--- src/rtl/pc_sequencer_pkg.sv ---
// pc_pkg: types and constants shared by the program-counter sequencer files.
//   PC_STATE_W  width of the sequencer state register
//   pc_state_e  state encoding (BOOT, RUN, INT_LOAD)
package pc_pkg;

  localparam int PC_STATE_W = 2;

  typedef enum logic [PC_STATE_W-1:0] {
    PC_BOOT     = 2'd0,
    PC_RUN      = 2'd1,
    PC_INT_LOAD = 2'd2
  } pc_state_e;

endpackage

--- src/rtl/pc_sequencer_if.sv ---
// pc_sequencer_if: fetch-side bus between the core and the PC sequencer.
//   master: core/memory side (drives enables, redirects, irq, vector word)
//   slave : sequencer side (drives pc_out, vector_req, irq_ack, in_isr, epc_out)
interface pc_sequencer_if #(
  parameter int ADDR_W = 32
);
  logic              pc_enable;
  logic              branch_valid;
  logic [ADDR_W-1:0] branch_addr;
  logic              rti_valid;
  logic              irq;
  logic              vector_valid;
  logic [ADDR_W-1:0] vector_data;
  logic [ADDR_W-1:0] pc_out;
  logic              vector_req;
  logic              irq_ack;
  logic              in_isr;
  logic [ADDR_W-1:0] epc_out;

  modport master (
    output pc_enable, branch_valid, branch_addr, rti_valid, irq,
           vector_valid, vector_data,
    input  pc_out, vector_req, irq_ack, in_isr, epc_out
  );

  modport slave (
    input  pc_enable, branch_valid, branch_addr, rti_valid, irq,
           vector_valid, vector_data,
    output pc_out, vector_req, irq_ack, in_isr, epc_out
  );
endinterface

--- src/rtl/pc_sequencer_irq_ctrl.sv ---
// pc_irq_ctrl: single-level interrupt bookkeeping for the PC sequencer.
// Holds the pending latch, the in-ISR flag and the saved return address,
// and decides when an interrupt is accepted or a return is honoured.
//   clk, rst   clock, async active-high reset
//   adv        enabled cycle in RUN (the only cycles that may redirect)
//   irq        level interrupt request
//   rti_valid  return-from-interrupt request
//   target     next sequential/branch PC, saved as EPC on acceptance
//   rti_take   return honoured this cycle (only while in the handler)
//   accept     interrupt accepted this cycle
//   irq_ack    registered one-cycle acceptance pulse
//   in_isr     handler active
//   epc        saved return address
import pc_pkg::*;

module pc_irq_ctrl #(
  parameter int ADDR_W = 32
) (
  input  logic              clk,
  input  logic              rst,
  input  logic              adv,
  input  logic              irq,
  input  logic              rti_valid,
  input  logic [ADDR_W-1:0] target,
  output logic              rti_take,
  output logic              accept,
  output logic              irq_ack,
  output logic              in_isr,
  output logic [ADDR_W-1:0] epc
);

  logic pending;

  // rti needs in_isr and acceptance needs !in_isr, so the two never coincide.
  assign rti_take = adv && rti_valid && in_isr;
  assign accept   = adv && pending && !in_isr;

  always_ff @(posedge clk or posedge rst) begin
    if (rst) begin
      pending <= 1'b0;
      in_isr  <= 1'b0;
      irq_ack <= 1'b0;
      epc     <= '0;
    end else begin
      // A still-high irq on the acceptance edge counts as a fresh request.
      pending <= (pending && !accept) || irq;
      irq_ack <= accept;
      if (accept) begin
        epc    <= target;
        in_isr <= 1'b1;
      end else if (rti_take) begin
        in_isr <= 1'b0;
      end
    end
  end

endmodule

--- src/rtl/pc_sequencer.sv ---
// pc_sequencer: program-counter sequencer for the fetch stage.
// Boots through a reset-vector word, follows branch/call redirects, stalls
// on pc_enable=0 and, when PC_SEQ_IRQ_EN is defined, takes single-level
// interrupts through a vector-word fetch with an internally saved EPC.
//   clk, rst  clock, async active-high reset
//   bus       pc_sequencer_if.slave (enables, redirects, vector handshake,
//             pc_out, irq_ack, in_isr, epc_out)
// Build option: PC_SEQ_IRQ_EN enables the interrupt logic; without it irq
// and rti_valid are ignored and irq_ack/in_isr/epc_out read 0.
//
// state    | meaning
// BOOT     | hold RESET_VEC, wait for the boot target word
// RUN      | sequential fetch, branches, rti, interrupt acceptance
// INT_LOAD | hold INT_VEC, wait for the handler target word
import pc_pkg::*;

module pc_sequencer #(
  parameter int                ADDR_W    = 32,
  parameter logic [ADDR_W-1:0] RESET_VEC = 'h20,
  parameter logic [ADDR_W-1:0] INT_VEC   = '0,
  parameter int                STEP      = 1
) (
  input logic           clk,
  input logic           rst,
  pc_sequencer_if.slave bus
);

  localparam logic [PC_STATE_W-1:0] ST_BOOT     = PC_BOOT;
  localparam logic [PC_STATE_W-1:0] ST_RUN      = PC_RUN;
  localparam logic [PC_STATE_W-1:0] ST_INT_LOAD = PC_INT_LOAD;

  logic [PC_STATE_W-1:0] state;
  logic [ADDR_W-1:0]     pc_q;
  logic [ADDR_W-1:0]     target;
  logic [ADDR_W-1:0]     epc;
  logic                  vector_req_q;
  logic                  adv;
  logic                  vec_done;
  logic                  rti_take;
  logic                  accept;
  logic                  irq_ack;
  logic                  in_isr;

  assign adv      = bus.pc_enable && (state == ST_RUN);
  assign vec_done = bus.pc_enable && bus.vector_valid && (state != ST_RUN);
  assign target   = bus.branch_valid ? bus.branch_addr : pc_q + ADDR_W'(STEP);

`ifdef PC_SEQ_IRQ_EN
  pc_irq_ctrl #(.ADDR_W(ADDR_W)) u_irq_ctrl (
    .clk       (clk),
    .rst       (rst),
    .adv       (adv),
    .irq       (bus.irq),
    .rti_valid (bus.rti_valid),
    .target    (target),
    .rti_take  (rti_take),
    .accept    (accept),
    .irq_ack   (irq_ack),
    .in_isr    (in_isr),
    .epc       (epc)
  );
`else
  logic unused_irq_inputs;
  assign unused_irq_inputs = bus.irq ^ bus.rti_valid;
  assign rti_take = 1'b0;
  assign accept   = 1'b0;
  assign irq_ack  = 1'b0;
  assign in_isr   = 1'b0;
  assign epc      = '0;
`endif

  // vector_req is a flop of its own so it is truly registered, tracking
  // "state != RUN".
  always_ff @(posedge clk or posedge rst) begin
    if (rst) begin
      state        <= ST_BOOT;
      pc_q         <= RESET_VEC;
      vector_req_q <= 1'b1;
    end else begin
      case (state)
        ST_RUN: begin
          if (adv) begin
            if (rti_take) begin
              pc_q <= epc;
            end else if (accept) begin
              pc_q         <= INT_VEC;
              state        <= ST_INT_LOAD;
              vector_req_q <= 1'b1;
            end else begin
              pc_q <= target;
            end
          end
        end
        default: begin
          // BOOT and INT_LOAD share the vector-word handshake.
          if (vec_done) begin
            pc_q         <= bus.vector_data;
            state        <= ST_RUN;
            vector_req_q <= 1'b0;
          end
        end
      endcase
    end
  end

  assign bus.pc_out     = pc_q;
  assign bus.vector_req = vector_req_q;
  assign bus.irq_ack    = irq_ack;
  assign bus.in_isr     = in_isr;
  assign bus.epc_out    = epc;

endmodule
--- src/flat_wrapper.sv ---
// flat-port wrapper written by rule: the top's interface ports become plain ports
module pc_sequencer_flat 
#(
  parameter int                ADDR_W    = 32,
  parameter logic [ADDR_W-1:0] RESET_VEC = 'h20,
  parameter logic [ADDR_W-1:0] INT_VEC   = '0,
  parameter int                STEP      = 1
)
  (clk, rst, bus_pc_enable, bus_branch_valid, bus_branch_addr, bus_rti_valid, bus_irq, bus_vector_valid, bus_vector_data, bus_pc_out, bus_vector_req, bus_irq_ack, bus_in_isr, bus_epc_out);
  pc_sequencer_if #(.ADDR_W(ADDR_W)) bus_i ();
  input logic clk;
  input logic rst;
  input wire logic [$bits(bus_i.pc_enable)-1:0] bus_pc_enable;
  input wire logic [$bits(bus_i.branch_valid)-1:0] bus_branch_valid;
  input wire logic [$bits(bus_i.branch_addr)-1:0] bus_branch_addr;
  input wire logic [$bits(bus_i.rti_valid)-1:0] bus_rti_valid;
  input wire logic [$bits(bus_i.irq)-1:0] bus_irq;
  input wire logic [$bits(bus_i.vector_valid)-1:0] bus_vector_valid;
  input wire logic [$bits(bus_i.vector_data)-1:0] bus_vector_data;
  output wire logic [$bits(bus_i.pc_out)-1:0] bus_pc_out;
  output wire logic [$bits(bus_i.vector_req)-1:0] bus_vector_req;
  output wire logic [$bits(bus_i.irq_ack)-1:0] bus_irq_ack;
  output wire logic [$bits(bus_i.in_isr)-1:0] bus_in_isr;
  output wire logic [$bits(bus_i.epc_out)-1:0] bus_epc_out;
  assign bus_i.pc_enable = bus_pc_enable;
  assign bus_i.branch_valid = bus_branch_valid;
  assign bus_i.branch_addr = bus_branch_addr;
  assign bus_i.rti_valid = bus_rti_valid;
  assign bus_i.irq = bus_irq;
  assign bus_i.vector_valid = bus_vector_valid;
  assign bus_i.vector_data = bus_vector_data;
  assign bus_pc_out = bus_i.pc_out;
  assign bus_vector_req = bus_i.vector_req;
  assign bus_irq_ack = bus_i.irq_ack;
  assign bus_in_isr = bus_i.in_isr;
  assign bus_epc_out = bus_i.epc_out;
  pc_sequencer #(.ADDR_W(ADDR_W), .RESET_VEC(RESET_VEC), .INT_VEC(INT_VEC), .STEP(STEP)) u_core (.clk(clk), .rst(rst), .bus(bus_i));
endmodule
--- config.mk ---
export PLATFORM = sky130hd
export DESIGN_NAME = pc_sequencer_flat
export DESIGN_NICKNAME = d
export VERILOG_FILES = /design/src/rtl/pc_sequencer_pkg.sv /design/src/rtl/pc_sequencer_if.sv /design/src/rtl/pc_sequencer_irq_ctrl.sv /design/src/rtl/pc_sequencer.sv /design/src/flat_wrapper.sv
export SDC_FILE = /design/constraint.sdc
export NUM_CORES = 1
export LEC_CHECK = 0
export CORE_AREA = 5 5 90 92
export CTS_CLUSTER_SIZE = 8
export DETAILED_ROUTE_END_ITERATION = 7
export DIE_AREA = 0 0 95 97
export PLACE_DENSITY = 0.78
export SLEW_MARGIN = 25
export SYNTH_ARGS = -nofsm -noshare
export SYNTH_HDL_FRONTEND = slang
export SYNTH_SLANG_ARGS = --single-unit
--- constraint.sdc ---
create_clock -name clk -period 2.5 [get_ports clk]
set_clock_uncertainty 0.1 [all_clocks]
set_input_delay 0.5 -clock clk [delete_from_list [all_inputs] [get_ports clk]]
set_output_delay 0.5 -clock clk [all_outputs]
set_load 0.01 [all_outputs]
Word-level counts from Yosys, hierarchy flattened
Cells that the tools add are included.
{ "word_totals": {"inputBits": 71, "elab_cells": 16, "ff_bits": 34, "output_inout_bits": 67} }
{ "classes": {"reduce_logical": 6, "eq_ne": 1, "bitwise": 1, "mux": 4, "add_sub_neg": 1} }
{ "op_table": {"columns": ["cell", "n"], "rows": [
  ["32-bit two-way mux", 4],
  ["32-bit by 1-bit adder with 32-bit output (second input constant)", 1],
  ["2-bit AND reduction", 2],
  ["1-bit logical AND", 3],
  ["2-bit by 1-bit != test with 1-bit output (second input constant)", 1],
  ["2-bit nonzero test", 1],
  ["1-bit inverter", 1]
]} }

Longest topological paths before layout
{ "depth": {"word_depth": 4, "mapped_depth": 7, "ltp_nobuf": 6} }

Worst setup path after synthesis
No wires, ideal clock.
{ "synth_timing": {"path_type": "register to register", "startpoint": "reg u_core.pc_q[5], in the netlist u_core.bus.pc_out[5]", "endpoint": "reg u_core.pc_q[23], in the netlist u_core.bus.pc_out[23]", "arrival_ps": 1660, "period_less_slack_ps": 1826, "setup_time_ps": 66, "n_path_buf": 0, "path_stages_with_launch": 6, "setup_slack_ps": 674, "t_required_ps": 2334, "path_cell_list": "dfstp_2 -> and3_4 -> nand2_4 -> nor4_4 -> mux2_4 -> nand2_2"} }
{ "synth_via": {"elab_chain_cells": 4} }
{ "synth_rtl": {"columns": ["item", "line_no", "text"], "rows": [
  ["start, declared", "pc_sequencer.sv:33", "logic [ADDR_W-1:0] pc_q;"],
  ["start signal, assigned", "pc_sequencer.sv:84", "pc_q <= epc;"],
  ["start signal, assigned", "pc_sequencer.sv:90", "pc_q <= target;"],
  ["start signal, assigned", "pc_sequencer.sv:97", "pc_q <= bus.vector_data;"],
  ["32-bit by 1-bit adder with 32-bit output", "pc_sequencer.sv:46", "assign target = bus.branch_valid ? bus.branch_addr : pc_q + ADDR_W'(STEP);"],
  ["32-bit two-way mux", "pc_sequencer.sv:46", null],
  ["32-bit two-way mux", "pc_sequencer.sv:82", "if (adv) begin"],
  ["32-bit two-way mux", "pc_sequencer.sv:80", "case (state)"]
]} }
Every way passes these cells. The select of a mux whose other input is x is not followed.
A chain may end at the register's enable or synchronous reset.

Final worst setup path
{ "layout_timing": {"startpoint": "in bus_pc_enable", "endpoint": "reg u_core.pc_q[13], in the netlist u_core.bus.pc_out[13]"} }
{ "layout_via": {"elab_chain_cells": 4, "word_cells_on_any_way": 6, "classes_between": "eq/ne (1); reduce/logical (5)"} }
{ "layout_rtl": {"columns": ["item", "line_no", "text"], "rows": [
  ["start, declared", "flat_wrapper.sv:13", "input wire logic [$bits(bus_i.pc_enable)-1:0] bus_pc_enable;"],
  ["1-bit logical AND (2 in series)", "pc_sequencer.sv:45", "assign vec_done = bus.pc_enable && bus.vector_valid && (state != ST_RUN);"],
  ["2-bit nonzero test (no line)", null, null],
  ["2-bit AND reduction (no line) *", null, null]
]} }
Mark *: on every way between the ends. The rest lies on a longest branch, timed or not.

==> out/qor.yml <==
routing:
  postRouteAntennaNets: 0
  routed_via_density: 5.378
  wl_um: 9117
  vias: 2845
  dr.pass1.iters: 4
  first_iter_violations: 179
  route.detailed.drc: 0
  wl_per_cell_um: 17.23
placement:
  placed_cells: 521
  io_buffer_count: 101
  place_hpwl_um: 6837
  post-place-ws_ps: 102.4
  place_area_mm2: 0.003796
  finalWeightedCongestion: 0.8677
final_layout:
  final_cell_area_mm2: 0.003891
  fin_nets: 501
  antenna_cells: 0
  drive_above_1_share_pct: 9.302
  syn_to_final_growth_pct: 40.60
  multi_input_area_mm2: 0.001673
  fin_cells: 529
  final_core_util_pct: 54.52
  regArea_um2: 853.3
  fillers: 678
timing:
  relSlewSlack_pct: 36.91
  fmax_mhz: 476.3
  rsz0062_at_grt: "no"
  hold_viol_final: 0
  finalCriticalPeriod_ps: 2099
  fin_ws_ps: 400.6
  whs_ps: 386.0
  finalSetupViolCount: 0
  fin_tns_setup_ps: 0
  post-route-period-util_pct: 83.98
  tightest_slew_ps: 942.9
  slew_viol_final: 0
min_path:
  min-delay-path-class: "reg2reg"
synth:
  synth_top_family_by_area: "compound AO/OA/AOI/OAI gates"
  yosysMostFrequentCell: "buf_4"
  synthSimpleGateAreaFrac_pct: 22.38
  syn_avg_cell_area_um2: 8.464
  synth_commonest_cells: "buf_4, dfrtp_1, a21oi_1"
  synth_area_leaders: "dfrtp_1, buf_4, xnor2_1, a21oi_1, o21ai_0"
  synth_cell_types: 58
  async_flop_share_pct: 100.0
  synthMuxAreaShare_pct: 0.9042
  ys_warn_count: 0
  yosysTopAreaCell: "dfrtp_1"
  synth-edff-count: 0
  mappedNetlistArea_mm2: 0.002768
  ys_ff_latch: 34
  synthCells: 327
  yosys.area_share.xor_xnor_pct: 7.278
  synth_compound_area_share_pct: 24.82
  synth_ff_type: "dfrtp_1"
  synth_top_area_share_pct: 28.93
  seq_area_frac_synth_pct: 30.83
  synthAdderAreaFrac_pct: 0.4521
floorplanning:
  core_area_mm2: 0.007137
  row_count: 31
  initial_core_util_pct: 38.78
  io_pins: 138
  die_w_um: 95
  die_h_um: 97
  dieArea_mm2: 0.009215
worst_setup_path:
  path_cells: "clkdlybuf4s50_1 -> nand2_1 -> nor2_1 -> a22o_1 -> a21oi_1 -> o21ai_0"
  endpoint_kind: "register"
  critPathArrivalTime_ps: 2200
  critPathRequiredTime_ps: 2600
  critPathLaunchType: "input port"
  critPathSlowestCell: "nor2_1"
  cp_max_fo: 11
  crit_path_max_incr_delay_ps: 720
  crit_type: "in2reg"
pwr:
  p_comb_share_pct: 38.3
  p_int_mw: 1.264
  switching_share_pct: 35.50
  leakagePower_nw: 1.530
  switchingPower_uw: 695.4
  ir_worst_vdd_mv: 0.2421
  finalPower_mw: 1.959
  seqPwrFrac_pct: 39.2
  pwr-share-clk_pct: 22.5
  cellPowerDensity_mw_per_mm2: 503.5
global_routing:
  antenna_found_initial: 0
  grt_max_degree: 35
  grt_pass1_wl_um: 14350
  track_usage_pct: 19.65
  grt_overflow: 0
  grt_pass1_vias: 2839
clock_network:
  cts_buffers: 5
  root_buffer: "clkbuf_8"
  cts_resized: 0
  hold_buffers: 0
  cts_setup_buffers: 0
  clk_latency_ps: 300
  cts_tree: "yes"
  clkSinkCount: 34
  cts-htree-levels: 2
  clkTransAtPathRegs_ps: 80
  clk_path_buf_depth: 2
flow_run:
  drv_cap: 0
outcome:
  status: "complete, no violations"
==> registers in the layout, indices dropped and copies added (netlist names) <==
| register | flops |
|---|---|
| u_core.bus.pc_out | 32 |
| u_core.bus.vector_req | 1 |
| u_core.state | 1 |
==> metal layers <==
| layer | wire length [µm] | vias to the layer above | GRT usage, % |
|---|---|---|---|
| li1 | - | 1352 | - |
| met2 | 4542 | 130 | 32.70 |
| met4 | 245 | 0 | 8.213 |
| met5 | 0 | - | 0 |
| met1 | 3553 | 1342 | 24.32 |
| met3 | 775 | 21 | 4.034 |
==> cells by family after synthesis <==
group / after synthesis
AND/OR/NAND/NOR: 104
XOR/XNOR: 23
adder cells (fa/ha/maj): 1
other: 1
AO/OA/AOI/OAI: 101
multiplexers: 2
flip-flops: 34
buffers and inverters: 61
==> worst paths after layout <==
check | start | slack [ps] | endpoint | cells past startpoint
min in group asynchronous | rst | 510 | u_core.bus.pc_out[21]$_DFFE_PP0P_ | 3
min | u_core.bus.vector_req$_DFFE_PP1P_ | 390 | u_core.bus.vector_req$_DFFE_PP1P_ | 1
max | bus_pc_enable | 400 | u_core.bus.pc_out[13]$_DFFE_PP0P_ | 6
max in group asynchronous | rst | 1420 | u_core.bus.vector_req$_DFFE_PP1P_ | 3
max reg2reg | u_core.bus.pc_out[0]$_DFFE_PP0P_ | 430 | u_core.bus.pc_out[28]$_DFFE_PP0P_ | 6
min reg2reg | u_core.bus.vector_req$_DFFE_PP1P_ | 390 | u_core.bus.vector_req$_DFFE_PP1P_ | 1
==> power by group through the flow <==
stage	combinational [mW]	clock (mW)	sequential, mW
2_1_floorplan	0.379	0	0.785
3_3_place_gp	0.736	0	0.769
3_5_place_dp	0.747	0	0.775
4_1_cts	0.751	0.448	0.766
5_1_grt	0.814	0.467	0.787
6_report	0.750	0.441	0.769
==> placed cells by master, fill, tap and decap left out, types with 3 or more instances in the layout <==
cell and count:
and4_1 3, a221o_1 4, o32ai_1 5, conb_1 34
nand4_1 10, dfrtp_1 32, and2_1 6, o21bai_1 3
o21ai_0 19, clkbuf_8 6, nor2_1 18, a21oi_1 25
and3_1 5, o21ai_1 5, a22o_1 8, a32o_1 4
o21a_1 3, nor3_1 7, a222oi_1 3, xor2_1 8
xnor2_1 15, nand3_1 17, inv_1 8, a31oi_1 4
clkdlybuf4s50_1 101, nor4_1 6, and3_2 3, buf_4 14
nand2_1 13, a32oi_1 4, nor2b_1 3
==> cell type report <==
| type | count | share of cell area, % |
|---|---|---|
| multi-input combinational | 265 | 42.99 |
| clock buffer | 6 | 2.122 |
| clock inverter | 2 | 0.3215 |
| sequential | 34 | 21.93 |
| inverter | 8 | 0.7717 |
| tap | 99 | 3.183 |
| timing repair buffer | 115 | 28.68 |
==> critical path, delay by kind of cell <==
kind	cells	cell delay (ps)
simple gates	2	800
buf+inv	1	490
compound gates	3	400
(Power assumes the default switching activity.)
